### config.mk
export PLATFORM = sky130hd
export DESIGN_NAME = add64
export DESIGN_NICKNAME = d
export VERILOG_FILES = /design/src/rtl/add64.sv
export SDC_FILE = /design/constraint.sdc
export NUM_CORES = 1
export LEC_CHECK = 0
export CAP_MARGIN = 0
export CORE_MARGIN = 8
export CORE_UTILIZATION = 41
export CTS_BUF_LIST = sky130_fd_sc_hd__clkbuf_8
export CTS_CLUSTER_DIAMETER = 200
export CTS_CLUSTER_SIZE = 30
export DETAILED_ROUTE_END_ITERATION = 7
export MAX_ROUTING_LAYER = met4
export PLACE_DENSITY_LB_ADDON = 0.12
export SYNTH_ARGS = -nofsm -noshare
export SYNTH_HDL_FRONTEND = slang
export SYNTH_SLANG_ARGS = --single-unit
### constraint.sdc
create_clock -name clk -period 90.2 [get_ports clk]
set_input_delay 18.04 -clock clk [delete_from_list [all_inputs] [get_ports clk]]
set_output_delay 18.04 -clock clk [all_outputs]
set_load 0.02 [all_outputs]
### src/rtl/add64.sv
`default_nettype none
// ============================================================================
//  Module      : add64
//  Description : 64-bit signed adder built from a ripple chain of 1-bit full
//                adders, with a registered sum and signed-overflow flag.
//                One-cycle latency, one operand pair accepted per cycle.
//  Revision    : 1.0 - initial release
// ============================================================================

// ----------------------------------------------------------------------------
//  add64_fa : single-bit full adder, the building block of the carry chain
// ----------------------------------------------------------------------------
module add64_fa (
   input  logic i_a,
   input  logic i_b,
   input  logic i_cin,
   output logic o_sum,
   output logic o_cout
);

   assign o_sum  = i_a ^ i_b ^ i_cin;
   assign o_cout = (i_a & i_b) | (i_a & i_cin) | (i_b & i_cin);

endmodule

// ----------------------------------------------------------------------------
//  add64 : top level
// ----------------------------------------------------------------------------
module add64 (
   input  logic        clk,
   input  logic        rst,
   input  logic [63:0] a,
   input  logic [63:0] b,
   output logic [63:0] ans,
   output logic        overflow
);

   localparam int c_WIDTH = 64;

   // w_carry[i] is the carry into bit i; w_carry[c_WIDTH] is the carry out of
   // the MSB, used only for overflow detection and never exposed as a port.
   logic [c_WIDTH:0]   w_carry;
   logic [c_WIDTH-1:0] w_sum;
   logic               w_overflow;

   logic [c_WIDTH-1:0] r_ans;
   logic               r_overflow;

   assign w_carry[0] = 1'b0;

   // One full adder per bit position, carries rippling LSB to MSB.
   generate
      for (genvar gi = 0; gi < c_WIDTH; gi++) begin : g_bit
         add64_fa u_fa (
            .i_a    (a[gi]),
            .i_b    (b[gi]),
            .i_cin  (w_carry[gi]),
            .o_sum  (w_sum[gi]),
            .o_cout (w_carry[gi+1])
         );
      end
   endgenerate

   // Signed overflow: the carry into the sign bit disagrees with the carry out
   // of it. This is identical to "operands share a sign the result lacks", so
   // mixed-sign operands can never raise it.
   assign w_overflow = w_carry[c_WIDTH-1] ^ w_carry[c_WIDTH];

   // Output register: reset wins over capture and discards the sampled pair.
   always_ff @(posedge clk) begin
      if (rst) begin
         r_ans      <= '0;
         r_overflow <= 1'b0;
      end else begin
         r_ans      <= w_sum;
         r_overflow <= w_overflow;
      end
   end

   assign ans      = r_ans;
   assign overflow = r_overflow;

endmodule
`default_nettype wire

==> flow_summary.json <==
{
  "drc": 0,
  "cts_tree": "done",
  "maxCapViolations": 0,
  "fp.dieW_um": 103,
  "netlist_area_sq_um": 3140,
  "antenna_found_initial": 0,
  "worstSetupEndpointType": "register",
  "clk_pin_slew_ns": 0.07,
  "final_cell_mix": "clkdlybuf4s50_1, dfxtp_1, fa_1",
  "cp_common_cell": "fa_1",
  "final_util_pct": 70.2,
  "synth_fp_nets": 396,
  "status": "completed",
  "ys_ff_latch": 65,
  "setup_tns_ns": 0,
  "cts_setup_buffers": 0,
  "seq_area_sq_um": 1300,
  "drtIter0Drc": 34,
  "multi_input_area_sq_um": 1760,
  "wl_per_cell_um": 15.8,
  "place_area_sq_um": 5130,
  "ctsHtreeMaxLevel": 3,
  "grt_pass1_vias": 2553,
  "rsz0062_at_grt": "false",
  "syn_to_final_growth_pct": 69.4,
  "hold_buffers": 0,
  "cts_buffer_depth": 2,
  "hold_path_class": "input pin to register",
  "path_buf_inv": 1,
  "cp_slowest_cell": "fa_1",
  "start_util_pct": 41.4,
  "ir_worst_vdd_v": 0.00000960,
  "yosysWarnings": 0,
  "via_per_inst": 4.22,
  "fillCellCount": 549,
  "cp-start-kind": "input pin",
  "crit_family": "adder cells",
  "fmax_ghz": 0.0230,
  "synthCells": 202,
  "drive_gt1_share_pct": 10.9,
  "p_leak_nw": 2.03,
  "dp_hpwl_mm": 6.89,
  "worstSetupPathType": "input pin to register",
  "yosysUniqueCellTypes": 9,
  "chipHeight_um": 103,
  "final_area_sq_um": 5310,
  "cp.required_ns": 90.38,
  "crit_arrival_ns": 43.71,
  "ant_nets": 0,
  "io_pins": 195,
  "grt_max_degree": 66,
  "nNetsFinal": 595,
  "critical-path-max-stage-delay_ns": 0.43,
  "cts_resized": 0,
  "avgSynthCellArea_sq_um": 15.5,
  "port-buffer-count": 194,
  "worstMarginPinSlew_ns": 0.809,
  "path_max_fanout": 2,
  "clock-root-buffer": "clkbuf_8",
  "rows": 32,
  "setup_viol": 0,
  "gp_congestion": 0.738,
  "dieArea_sq_um": 10700,
  "power_density_nw_per_um2": 16.0,
  "diodes": 0,
  "grt_first_pass_wirelength_mm": 12.3,
  "wl_mm": 8.03,
  "core_sq_um": 7570,
  "cts_buffers": 9,
  "grt.total_usage_pct": 16.1,
  "hold_viol": 0,
  "post-route-min-period_ns": 43.53,
  "seq_area_frac_synth_pct": 41.5,
  "vias": 2140,
  "grt_overflow": 0,
  "max_slew_margin_pct": 46.0,
  "numClockSinks": 65,
  "dr.pass1.iters": 4,
  "fin_crit_sh_pct": 48.3,
  "final_common_cell": "clkdlybuf4s50_1",
  "report.final.slew_viol_count": 0
}
-- worst paths after layout --
path / startpoint / end / slack, ns / cells past startpoint
worst min-delay path: rst / ans[48]$_SDFF_PP0_ / 18.36 / 3
worst max-delay path: a[0] / overflow$_SDFF_PP0_ / 46.67 / 67
-- where the power goes --
part,switching [mW],internal (mW)
clock,0.0102,0.0123
sequential,0.000886,0.0325
combinational,0.0123,0.0167
-- cell families (layout without fill, tap and decap cells) --
family / after synthesis / after routing / share of synthesized area, %
flops: 65 / 65 / 41.5
buf+inv: 7 / 210 / 2.31
fa+ha+maj: 64 / 64 / 40.6
xor+xnor: 1 / 1 / 0.279
simple gates: 65 / 65 / 15.3
-- cell usage after synthesis --
cell | n | area (sq um)
buf_2 | 1 | 5.00
buf_6 | 6 | 67.6
dfxtp_1 | 65 | 1300
fa_1 | 63 | 1260
ha_1 | 1 | 12.5
nor2_1 | 1 | 3.75
nor2b_1 | 34 | 213
nor2b_2 | 30 | 263
xnor2_1 | 1 | 8.76
-- layer usage --
layer  vias up  global-route usage, %  part of all wire (%)
li1       1000                      -                     -
met4         0                   6.90                   1.6
met5         -                      -                     0
met1      1026                   16.7                    36
met2       104                   26.3                    52
met3        10                   6.69                    11
-- sequential cells by signal, summed over array words and instances, names as in the netlist --
| signal | flops |
|---|---|
| ans | 64 |
| overflow | 1 |
-- per-stage QoR --
step / instances / setup WS (ns) / hold slack [ns] / total power, mW
3_3_place_gp: 492 / 46.49 / 18.73 / 0.0631
5_1_grt: 507 / 45.87 / 18.40 / 0.0907
2_1_floorplan: 202 / 47.73 / 18.25 / 0.0470
3_5_place_dp: 492 / 46.38 / 18.73 / 0.0636
6_report: 507 / 46.67 / 18.36 / 0.0849
4_1_cts: 507 / 46.63 / 18.37 / 0.0866
-- cell type report --
class	count	share of cell area, %
clock buffer	9	2.33
clock inverter	6	1.01
timing repair buffer	195	36.6
tap	102	2.40
multi-input combinational	130	33.2
sequential	65	24.5
No activity file was read; power rests on OpenSTA's default activity.
